File: src/rtl/coreir_stream_pkg.sv
// Shared helpers for the coreir streaming blocks.
//   clog2_min1(n)          : ceil(log2(n)), never less than 1 bit
//   num_slices(w, c)       : number of c-bit slices in a w-bit word
//   idx_width(w, c)        : width of a counter that addresses those slices
package coreir_stream_pkg;

    function automatic int clog2_min1(input int n);
        int r;
        r = 1;
        while ((1 << r) < n) begin
            r++;
        end
        return r;
    endfunction

    // Guarded against chunk == 0 so a bad parameter reaches the module's
    // own elaboration check instead of a divide-by-zero.
    function automatic int num_slices(input int width, input int chunk);
        return (chunk > 0) ? (width / chunk) : 1;
    endfunction

    function automatic int idx_width(input int width, input int chunk);
        return clog2_min1(num_slices(width, chunk));
    endfunction

endpackage

File: src/rtl/coreir_unpack.sv
// Streaming unpacker: takes one width-bit word per ready/valid handshake and
// emits it LSB-first as width/chunk slices of chunk bits each.
//
// Ports
//   clk        rising-edge clock
//   arst       asynchronous reset, active-high
//   in_data    word to unpack (sampled only when accepted)
//   in_valid   in_data is valid
//   in_ready   a word can be accepted this cycle
//   out_data   current slice
//   out_valid  out_data is valid
//   out_ready  consumer takes the slice this cycle
//   out_last   current slice is the most-significant slice of its word
module coreir_unpack
    import coreir_stream_pkg::*;
#(
    parameter int width = 16,
    parameter int chunk = 4
) (
    input  logic             clk,
    input  logic             arst,
    input  logic [width-1:0] in_data,
    input  logic             in_valid,
    output logic             in_ready,
    output logic [chunk-1:0] out_data,
    output logic             out_valid,
    input  logic             out_ready,
    output logic             out_last
);

    localparam int N     = num_slices(width, chunk);
    localparam int IDX_W = idx_width(width, chunk);
    localparam logic [IDX_W-1:0] LAST_IDX = IDX_W'(N - 1);

    if ((chunk < 1) || (chunk > width) || ((width % chunk) != 0)) begin : g_bad_params
        $error("coreir_unpack: width must be a positive integer multiple of chunk");
    end

    logic [width-1:0] hold;
    logic [IDX_W-1:0] idx;
    logic             busy;
    logic             accept;
    logic             xfer;

    assign out_valid = busy;
    assign out_last  = busy && (idx == LAST_IDX);
    // A new word may enter in the same cycle the last slice leaves, which
    // keeps the output side at one slice per cycle across word boundaries.
    assign in_ready  = !busy || (out_last && out_ready);
    assign accept    = in_valid && in_ready;
    assign xfer      = busy && out_ready;

    // Slice select is a mux over constant part-selects; hold never shifts,
    // so out_data stays stable under backpressure without extra logic.
    always_comb begin
        out_data = '0;
        for (int i = 0; i < N; i++) begin
            if (idx == IDX_W'(i)) begin
                out_data = hold[i*chunk +: chunk];
            end
        end
    end

    always_ff @(posedge clk or posedge arst) begin
        if (arst) begin
            hold <= '0;
            idx  <= '0;
            busy <= 1'b0;
        end else if (accept) begin
            // Covers both the idle case and the back-to-back reload after
            // the last slice of the previous word.
            hold <= in_data;
            idx  <= '0;
            busy <= 1'b1;
        end else if (xfer) begin
            if (idx != LAST_IDX) begin
                idx <= idx + 1'b1;
            end else begin
                busy <= 1'b0;
            end
        end
    end

endmodule

File: config.mk
export PLATFORM = sky130hd
export DESIGN_NAME = coreir_unpack
export DESIGN_NICKNAME = d
export VERILOG_FILES = /design/src/rtl/coreir_stream_pkg.sv /design/src/rtl/coreir_unpack.sv
export SDC_FILE = /design/constraint.sdc
export NUM_CORES = 1
export LEC_CHECK = 0
export CAP_MARGIN = 20
export CORE_MARGIN = 2
export CORE_UTILIZATION = 50
export CTS_CLUSTER_DIAMETER = 50
export DETAILED_ROUTE_END_ITERATION = 6
export GPL_TIMING_DRIVEN = 0
export HOLD_SLACK_MARGIN = 0.06
export PLACE_DENSITY = 0.82
export SKIP_LAST_GASP = 1
export SLEW_MARGIN = 20
export SYNTH_ARGS = -nofsm -noshare
export SYNTH_HDL_FRONTEND = slang
export SYNTH_SLANG_ARGS = --single-unit
export TNS_END_PERCENT = 1
File: constraint.sdc
create_clock -name clk -period 5.4 [get_ports clk]
set_clock_uncertainty 0.2 [all_clocks]
set_input_delay 1.35 -clock clk [delete_from_list [all_inputs] [get_ports clk]]
set_output_delay 1.35 -clock clk [all_outputs]
set_load 0.01 [all_outputs]
---- After elaboration in Yosys (flattened, before gate mapping) ----
Index checks and enable logic that the tools add are counted.
Widths: inputs -> output; s select.
storage, ports and cells
  bits in registers ....................... 19
  latch bits .............................. 0
  memory bits (writable) .................. 0
  bits in read-only memories .............. 0
  input port bits ......................... 20
  output and inout port bits .............. 7
  memories kept ........................... 0
cells by class
  $add $sub $neg .......................... 1
  multiply operators ...................... 0
  div/mod/pow operators ................... 0
  order comparisons ....................... 0
  equal/unequal tests ..................... 5
  shift-type cells ........................ 0
  mux-type cells .......................... 10
  bitwise logic cells ..................... 0
  reduce and logical (&&, ||, !) cells .... 11
operators by type and width
  cell                 number
  $mux 4               4
  $mux 2               3
  $eq 2x2->1 const B   2
  $logic_and 1x1->1    4
  $ne 2x2->1 const B   2
  $reduce_and 2->1     2
  $reduce_bool 2->1    2
  $mux 1               3
  $add 2x1->2 const B  1
  $eq 2x1->1 const B   1
  $logic_not 2->1      1
  $logic_not 1->1      1
  $logic_or 1x1->1     1

---- Logic depth before layout (Yosys ltp) ----
Gate-level depths: netlist (run 1).
  depth after elaboration ................. 7
  gate-level depth with buffers ........... 5
  depth with buffers taken out ............ 5

---- Worst setup path before layout (run 1) ----
OpenSTA, ideal clock, no wires.
  path kind ............................... input-to-output
  from .................................... in out_ready
  to ...................................... out in_ready
  data arrival time ....................... 1.578 ns
  required time ........................... 3.850 ns
  path slack .............................. 2.272 ns
  stages .................................. 1
  path buffers ............................ 0
  path through ............................ a21bo_4
between the ends
  word-level cells in the longest chain between the ends .. 2
RTL lines
  item                RTL line             source
  start: declaration  coreir_unpack.sv:27  input logic out_ready,
  $logic_and 1x1->1   coreir_unpack.sv:49  assign in_ready = !busy || (out_last && out_ready);
  $logic_or 1x1->1    coreir_unpack.sv:49
  end: declaration    coreir_unpack.sv:24  output logic in_ready,
No other way between the ends.

---- Final worst setup path (run 1) ----
Ends and elaborated chain as after synthesis.

==> results of run 1 <==
[path summary, 6_finish.rpt]
check,slack (ns),depth (start not counted),startpoint,endpoint
hold reg to reg,0.32,1,hold[4],hold[4]
setup reg to reg,3.62,5,idx[0],hold[13]
setup / recovery,1.22,3,out_ready,in_ready
min in group asynchronous,1.26,2,arst,hold[3]
max in group asynchronous,3.27,2,arst,hold[8]
hold / removal,0.32,1,hold[4],hold[4]
[through the flow]
| stage | instances | utilization (%) | area [sq um] |
|---|---|---|---|
| floorplan | 77 | - | 1010 |
| global placement | 130 | 67.3 | 1310 |
| detailed placement | 130 | 67.3 | 1310 |
| CTS | 134 | 68.7 | 1330 |
| global route | 134 | 68.7 | 1330 |
| finish | 134 | 68.7 | 1330 |
[layout by cell type (no fill, tap or decap), types with 2 or more instances in the layout]
master            n
a221oi_1          2
a22oi_1           2
a31oi_1           2
clkbuf_4          3
clkdlybuf4s50_1  26
dfrtp_1          19
ha_1              4
inv_1             6
mux2_2            6
mux2_4           10
nand2_1           4
nand2b_1          2
nand3b_1          2
nor3b_1           2
o22ai_1           2
[where the power goes]
part,total (mW),switching [mW],leakage [nW],internal [mW]
Combinational,0.384,0.148,0.371,0.236
Clock,0.0720,0.0432,0.0150,0.0288
Sequential,0.260,0.0480,0.225,0.212
Total,0.716,0.239,0.610,0.476
[critical path, stage by stage]
cell and delay (ns):
clkdlybuf4s50_1 0.55, a21bo_4 0.19, clkdlybuf4s50_1 0.55
[sequential cells by signal, indices dropped and copies added, names as in the netlist]
| name | cells |
|---|---|
| hold | 16 |
| idx | 2 |
| out_valid | 1 |
[layout make-up]
class / instances / area (sq um)
Timing Repair Buffer: 26 / 260
Clock buffer: 4 / 26.3
Sequential cell: 19 / 475
Tap cell: 27 / 33.8
Inverter: 6 / 22.5
Fill cell: 162 / 608
Buffer: 2 / 25.0
Multi-Input combinational cell: 50 / 490
[cells by family after synthesis]
logic type               after synthesis  synth area share [%]
multiplexers                          17                  22.5
AND/OR/NAND/NOR                       16                  11.0
adder cells (fa/ha/maj)                4                  4.94
buffers and inverters                  8                  4.69
AO/OA/AOI/OAI                         13                  10.0
flip-flops                            19                  46.9
[layer usage]
layer,routed length [microns],up-vias
met3,73,2
li1,-,330
met5,0,-
met1,859,328
met2,986,16
met4,15,0
==> summary.txt, run 1 <==
Clock tree
  • H-tree levels: 1
  • Total clock sinks: 19
  • Post-CTS sizing: 0
  • Clock latency on the worst-skew pair: 0.30 ns
  • Clk slew on worst S/H paths: 0.10 ns
  • Postcts setup bufs: 0
  • CTS Buffer Depth: 2
  • CTS tree: done
  • Clock Tree Root: clkbuf_4
  • CTS buffer count: 3
  • Hold buffers post-CTS: 0

Global route
  • Top Usage Layer GRT: met2
  • Initial antenna violation count: 0
  • Pin count of the biggest net entering global routing: 20
  • GR Overflow Total: 0
  • First-pass GRT wire length: 3.54 mm
  • Global routing usage on met1: between 20% and 30%
  • Met2 usage: 34.9%
  • Number of global-route vias before repair: slightly below 800
  • GR Util met3: between 6 and 7%
  • Gr usage total: just under 20%

STA
  • RSZ-0062 raised after global routing: false
  • Max-slew violation count: 0
  • Crit share post-route: between 70 and 80%
  • Min Hold Slack: 0.321 ns
  • Minimum clock period: ~4.2 ns
  • Slew margin rel.: roughly half
  • Max Freq: 0.239 GHz
  • Final setup viols: 0
  • Final Hold Viols: 0
  • Setup TNS: 0 ns
  • Setup ws final: 1.22 ns
  • Worst-margin pin slew: around 0.73 ns

Worst setup path
  • Critical path endpoint category: output pin
  • Crit start category: input pin
  • CP Class: in2out
  • Critical path arrival: 2.63 ns
  • Data required, critical path: 3.85 ns
  • Worst-path fanout max: 4

Route
  • Via count: 676
  • Starting DRT DRC Count: 6
  • Drt drc: 0
  • Antenna viol nets, final: 0
  • Drt pass-1 iters: 4
  • DRT Wirelength: around 1.9 mm
  • Routed WL per cell: roughly 14 microns
  • DR vias/cell: around 5

Die
  • FP Rows: 16
  • Io pins: 27
  • Die Span Y: 49.0 microns
  • Die X: around 49 microns
  • DIE AREA: between 0.002 and 0.0025 sq mm
  • Starting Density: between 50% and 60%
  • Total core area: 0.00194 sq mm

Yosys
  • Yosys cell types: 27
  • Yosys warnings: 0
  • FFs w/ async S/R, synth: 100%
  • Ys flop type: dfrtp_1
  • Number of synthesized flops with an enable pin: 0
  • Post-Syn Area: ~0.001 sq mm
  • Flip-flop and latch count after synthesis: 19
  • Dominant cell type by area after synthesis: dfrtp_1
  • Gate Count Post-Synth: just under 80
  • Most frequent cell after synthesis: dfrtp_1
  • Share of the synthesized area in the top cell type: 46.9%
  • Syn Nets: between 100 and 150
  • Synth area leaders: dfrtp_1, mux2_4, mux2_2, ha_1, inv_1
  • Mean Syn Cell Area: roughly 13 sq um
  • Most common library cells after synthesis: dfrtp_1, mux2_4, inv_1, mux2_2
  • Seq/Total Area, Yosys: a little under half

Layout
  • Area Growth Syn to Fin: 31.6%
  • Share of cells above drive strength 1: about 24%
  • Nets: 132
  • # diodes: 0

Placed design
  • Final GP Congestion: 0.737
  • Port bufs: 26
  • Dpl ws: 1.21 ns
  • HPWL Detailed: ~1.5 mm

Power and ir drop
  • Peak supply drop: between 0.0003 and 0.0004 V
  • Tot Pwr: 0.716 mW
  • Pwr/cell area: ~540 mW/mm^2
  • Leak Pwr: ~0.61 nW

Hold path
  • HP Class: reg2reg

Status
  • Status: finished, final reports clean

Run
  • Max-Cap Viols: 0
No activity file was read; power rests on OpenSTA's default activity.
==> run 2: changes to the inputs <==
- CORE_UTILIZATION: 50 -> 47
- PLACE_DENSITY: 0.82 -> 0.78
- clock period: 5.4 -> 4.21 ns (I/O delays scaled with it)
==> run 2 against run 1 <==
Critical path depth unchanged; sequential cell count unchanged; die area increased by 5.9%; register-to-register slack got worse by 1.2 ns; clock power increased by 34%; sequential share of layout area decreased by 0.10 points; combinational power increased by 27%; sequential power increased by 28%; routed wire length decreased by 6.4%; final cell count unchanged; first-iteration DRC count decreased by 50%; critical path type unchanged; critical endpoint unchanged; largest cell class unchanged.
==> summary.txt, run 2 (synthesized netlist as in run 1, its figures left out) <==
Die
  • Die X: about 50 microns
  • DIE AREA: approximately 0.0025 sq mm
  • Starting Density: 50.6%
  • Io pins: 27
  • Die Span Y: about 50 microns
  • Total core area: 0.00200 sq mm
  • FP Rows: 16

Route
  • DR vias/cell: between 4 and 5
  • Drt drc: 0
  • DRT Wirelength: around 1.8 mm
  • Starting DRT DRC Count: 3
  • Drt pass-1 iters: 4
  • Via count: between 600 and 700
  • Routed WL per cell: 13.5 microns
  • Antenna viol nets, final: 0

Clock tree
  • Clock latency on the worst-skew pair: between 0.3 and 0.4 ns
  • Postcts setup bufs: 0
  • CTS tree: done
  • Hold buffers post-CTS: 0
  • H-tree levels: 1
  • Clk slew on worst S/H paths: between 0.1 and 0.15 ns
  • Post-CTS sizing: 0
  • Clock Tree Root: clkbuf_4
  • CTS Buffer Depth: 2
  • Total clock sinks: 19
  • CTS buffer count: 3

Layout
  • # diodes: 0
  • Biggest register: hold
  • Max reg flops: 16
  • Area Growth Syn to Fin: 32.0%
  • Share of cells above drive strength 1: about a quarter
  • Commonest cells after routing, fill and taps aside: clkdlybuf4s50_1, dfrtp_1, mux2_4, inv_1, mux2_2
  • Nets: approximately 130
  • Commonest non-fill, non-tap cell in the layout: clkdlybuf4s50_1

Hold path
  • HP Class: reg2reg
  • Sink of the worst hold path: hold[4]
  • Hold path cells: 1
  • Worst Hold Launch: hold[4]

Global route
  • Initial antenna violation count: 0
  • First-pass GRT wire length: between 3 and 4 mm
  • Number of global-route vias before repair: slightly below 700
  • GR Overflow Total: 0
  • Pin count of the biggest net entering global routing: 20
  • Gr usage total: ~16%

Worst setup path
  • Critical path endpoint category: output pin
  • Reg2reg start: idx[1]
  • Reg2reg path depth: 5
  • Crit start category: input pin
  • CP Launch Point: out_ready
  • CP Class: in2out
  • Crit Reg-Reg Endpoint: hold[11]
  • Critical path arrival: 2.32 ns
  • R2R setup slack: between 2 and 2.5 ns
  • Worst-path fanout max: 4
  • Data required, critical path: between 2 and 3 ns

STA
  • Max-slew violation count: 0
  • RSZ-0062 raised after global routing: false
  • Setup TNS: 0 ns
  • Worst-margin pin slew: 0.710 ns
  • Final Hold Viols: 0
  • Setup ws final: 0.634 ns
  • Final setup viols: 0
  • Crit share post-route: 84.9%
  • Slew margin rel.: 52.6%
  • Max Freq: ~0.28 GHz
  • Minimum clock period: about 3.6 ns

Placed design
  • HPWL Detailed: 1.41 mm
  • Final GP Congestion: roughly 0.78
  • Dpl ws: between 0.6 and 0.7 ns
  • Port bufs: 26

Power and ir drop
  • Peak supply drop: about 0.00041 V
  • Combinational Power Share: between 50% and 60%
  • Net Sw Frac: 33.6%
  • Seq pwr share: 36.2%
  • Pwr/cell area: around 700 mW/mm^2
  • Leak Pwr: 0.609 nW
  • NetSw: just over 0.3 mW
  • Clock network fraction of total power: about a tenth
  • Int Pwr: 0.610 mW

Run
  • Max-Cap Viols: 0

Status
  • Status: finished, final reports clean
-- run 2: cell count changes in the layout (fill, tap and decap cells not counted) --
cell | previous run | this run
clkinvlp_4 | 0 | 1
clkbuf_1 | 1 | 0
-- run 2: power groups by stage --
stage / combinational, mW / sequential (mW) / clock [mW]
4_1_cts: 0.494 / 0.333 / 0.0996
3_3_place_gp: 0.482 / 0.333 / 0
2_1_floorplan: 0.331 / 0.315 / 0
6_report: 0.489 / 0.333 / 0.0967
3_5_place_dp: 0.493 / 0.335 / 0
5_1_grt: 0.534 / 0.345 / 0.106
-- run 2: area by class of cell --
| type | count | area (sq um) |
|---|---|---|
| Clock buffer | 3 | 22.5 |
| Sequential cell | 19 | 475 |
| Clock inverter | 1 | 7.51 |
| Fill cell | 162 | 664 |
| Tap cell | 27 | 33.8 |
| Multi-Input combinational cell | 50 | 490 |
| Buffer | 2 | 25.0 |
| Inverter | 6 | 22.5 |
| Timing Repair Buffer | 26 | 260 |
-- run 2: worst max path at each step --
stage                   to  slack (ns)  cells past startpoint
4_1_cts           in_ready        0.63                      3
2_1_floorplan  out_data[1]        1.61                      5
6_report          in_ready        0.63                      3
5_1_grt        out_data[2]        0.54                      6
3_3_place_gp      in_ready        0.64                      3
3_5_place_dp      in_ready        0.63                      3
-- run 2: per-layer routing --
metal,share of wire [%],up-vias,GRT usage [%]
met2,49,16,26.8
met4,0.83,0,4.95
met1,45,316,20.0
li1,-,330,-
met5,0,-,0
met3,5.1,2,5.65
-- run 2: critical path: stages --
cell and delay (ns):
clkdlybuf4s50_1 0.54, a21bo_4 0.19, clkdlybuf4s50_1 0.54
-- run 2: stage by stage --
| step | cells | hold WS [ns] | area (sq um) | utilization, % | power [mW] |
|---|---|---|---|---|---|
| after global placement | 130 | 0.292 | 1310 | 65.3 | 0.815 |
| after detailed placement | 130 | 0.294 | 1310 | 65.3 | 0.828 |
| final | 134 | 0.325 | 1340 | 66.8 | 0.918 |
| after global routing | 134 | 0.342 | 1340 | 66.8 | 0.985 |
| after CTS | 134 | 0.326 | 1340 | 66.8 | 0.926 |
| after floorplan | 77 | 0.271 | 1010 | - | 0.646 |
==> run 3: changes to the inputs <==
- clock period: 4.21 -> 3.3 ns (I/O delays scaled with it)
==> run 3 against run 2 <==
Setup slack worse by 0.61 ns; global-route usage did not move; count of clock-buffer cells in the layout is the same; combinational power grew 25%; final cell count unchanged; worst hold slack stayed put.
==> summary.txt, run 3 (synthesized netlist as in run 1, its figures left out) <==
Power and ir drop
  • Leak Pwr: 0.623 nW
  • NetSw: 0.392 mW
  • Pwr/cell area: about 860 mW/mm^2
  • Int Pwr: about 0.77 mW
  • Clock network fraction of total power: a little over a tenth
  • Combinational Power Share: around 53%
  • Peak supply drop: roughly 0.0005 V
  • Tot Pwr: between 1 and 1.5 mW
  • Seq pwr share: between 30% and 40%
  • Net Sw Frac: between 30% and 40%

Route
  • Drt pass-1 iters: 4
  • Routed WL per cell: between 10 and 15 microns
  • DR vias/cell: approximately 5.0
  • Starting DRT DRC Count: 3
  • Antenna viol nets, final: 0
  • DRT Wirelength: approximately 1.8 mm
  • Drt drc: 0
  • Via count: 664

Placed design
  • Cell Area, Placed: 0.00131 sq mm
  • Final GP Congestion: around 0.8
  • Port bufs: 26
  • Placed instance count: 130
  • HPWL Detailed: about 1.4 mm

STA
  • Crit share post-route: about 100%
  • RSZ-0062 raised after global routing: true
  • Final Hold Viols: 0
  • Worst-margin pin slew: about 0.71 ns
  • Minimum clock period: approximately 3.3 ns
  • Slew margin rel.: between 50% and 60%
  • Min Hold Slack: roughly 0.32 ns
  • Setup TNS: 0 ns
  • Max-slew violation count: 0
  • Max Freq: roughly 0.3 GHz
  • Final setup viols: 0

Die
  • Starting Density: between 50 and 60%
  • Io pins: 27
  • Total core area: approximately 0.002 sq mm
  • Die X: 50.4 microns
  • DIE AREA: about 0.0025 sq mm
  • Die Span Y: between 50 and 60 microns
  • FP Rows: 16

Layout
  • Max reg flops: 16
  • Area Growth Syn to Fin: 32.1%
  • Biggest register: hold
  • Nets: 132
  • Number of fill cells: approximately 160
  • Post-route insts no fill: approximately 130
  • Seq. cell area: 475 sq um
  • Share of cells above drive strength 1: 25.2%
  • Post-route cell area: about 0.0013 sq mm
  • Multi-input logic area: approximately 490 sq um
  • Commonest non-fill, non-tap cell in the layout: clkdlybuf4s50_1
  • # diodes: 0
  • Commonest cells after routing, fill and taps aside: clkdlybuf4s50_1, dfrtp_1, mux2_4, inv_1, mux2_2

Clock tree
  • Total clock sinks: 19
  • H-tree levels: 1
  • CTS tree: done
  • CTS Buffer Depth: 2
  • Clk slew on worst S/H paths: about 0.12 ns
  • Hold buffers post-CTS: 0
  • CTS buffer count: 3
  • Clock Tree Root: clkbuf_4
  • Clock latency on the worst-skew pair: between 0.3 and 0.4 ns

Status
  • Status: finished, final reports clean

Worst setup path
  • Critical path arrival: 2.25 ns
  • Critical path endpoint category: output pin
  • CP Class: reg2out
  • Worst-path fanout max: 10
  • Crit start category: flop
  • Data required, critical path: roughly 2.3 ns

Global route
  • Number of global-route vias before repair: 683
  • GR Overflow Total: 0
  • Initial antenna violation count: 0
  • Gr usage total: 16.2%
  • Pin count of the biggest net entering global routing: 20
  • First-pass GRT wire length: a little over 3 mm

Hold path
  • HP Class: reg2reg

Run
  • Max-Cap Viols: 0
-- run 3: cell types whose count changed in the layout (fill, tap and decap cells not counted) --
cell             delta
clkdlybuf4s50_1     -2
dlygate4sd2_1       +1
dlymetal6s2s_1      +1
-- run 3: power by group through the flow --
stage               clock, mW  combinational [mW]  sequential (mW)
detailed placement          0               0.629            0.427
global placement            0               0.615            0.425
global route            0.135               0.669            0.440
finish                  0.123               0.610            0.424
floorplan                   0               0.422            0.402
CTS                     0.127               0.620            0.424
-- run 3: worst paths after layout --
check	depth (start not counted)	endpoint	startpoint	slack (ns)
max in group asynchronous	2	idx[0]	arst	1.73
max reg2reg	5	hold[11]	idx[1]	1.52
min in group asynchronous	2	hold[13]	arst	0.71
min reg2reg	1	hold[4]	hold[4]	0.32
min	1	hold[4]	hold[4]	0.32
max	6	out_data[1]	idx[1]	0.02
-- run 3: timing repair --
| item | CTS | global route |
|---|---|---|
| setup buffers | 0 | 0 |
| endpoints found under the hold margin | 0 | 0 |
| pin swaps | 0 | 0 |
| resized for setup | 1 | 1 |
| endpoints found under the setup margin | 1 | 2 |
-- run 3: final cells by class --
type	instances	share of cell area, %
multi-input combinational	50	36.6
sequential	19	35.5
timing repair buffer	26	19.5
tap	27	2.52
buffer	2	1.87
clock buffer	3	1.68
inverter	6	1.68
clock inverter	1	0.561
-- run 3: worst max-delay path: stages, from the launching register on --
cell             delay, ns
dfrtp_1               0.45
ha_1                  0.22
buf_2                 0.18
or3b_2                0.44
o21ai_0               0.09
a31oi_1               0.07
clkdlybuf4s50_1       0.50
-- run 3: per-stage QoR --
step                util, %  setup slack (ns)
finish                 66.9            0.0225
global route           66.9           -0.0863
CTS                    66.8           0.00371
detailed placement     65.3             0.173
global placement       65.3             0.185
floorplan                 -             0.932
-- run 3: layer usage --
| metal | up-vias | global-route usage [%] | wire length, microns | part of all wire [%] |
|---|---|---|---|---|
| li1 | 330 | - | - | - |
| met1 | 316 | 20.0 | 817 | 45 |
| met2 | 16 | 26.8 | 884 | 49 |
| met3 | 2 | 5.65 | 93 | 5.1 |
| met4 | 0 | 4.95 | 15 | 0.83 |
| met5 | - | 0 | 0 | 0 |
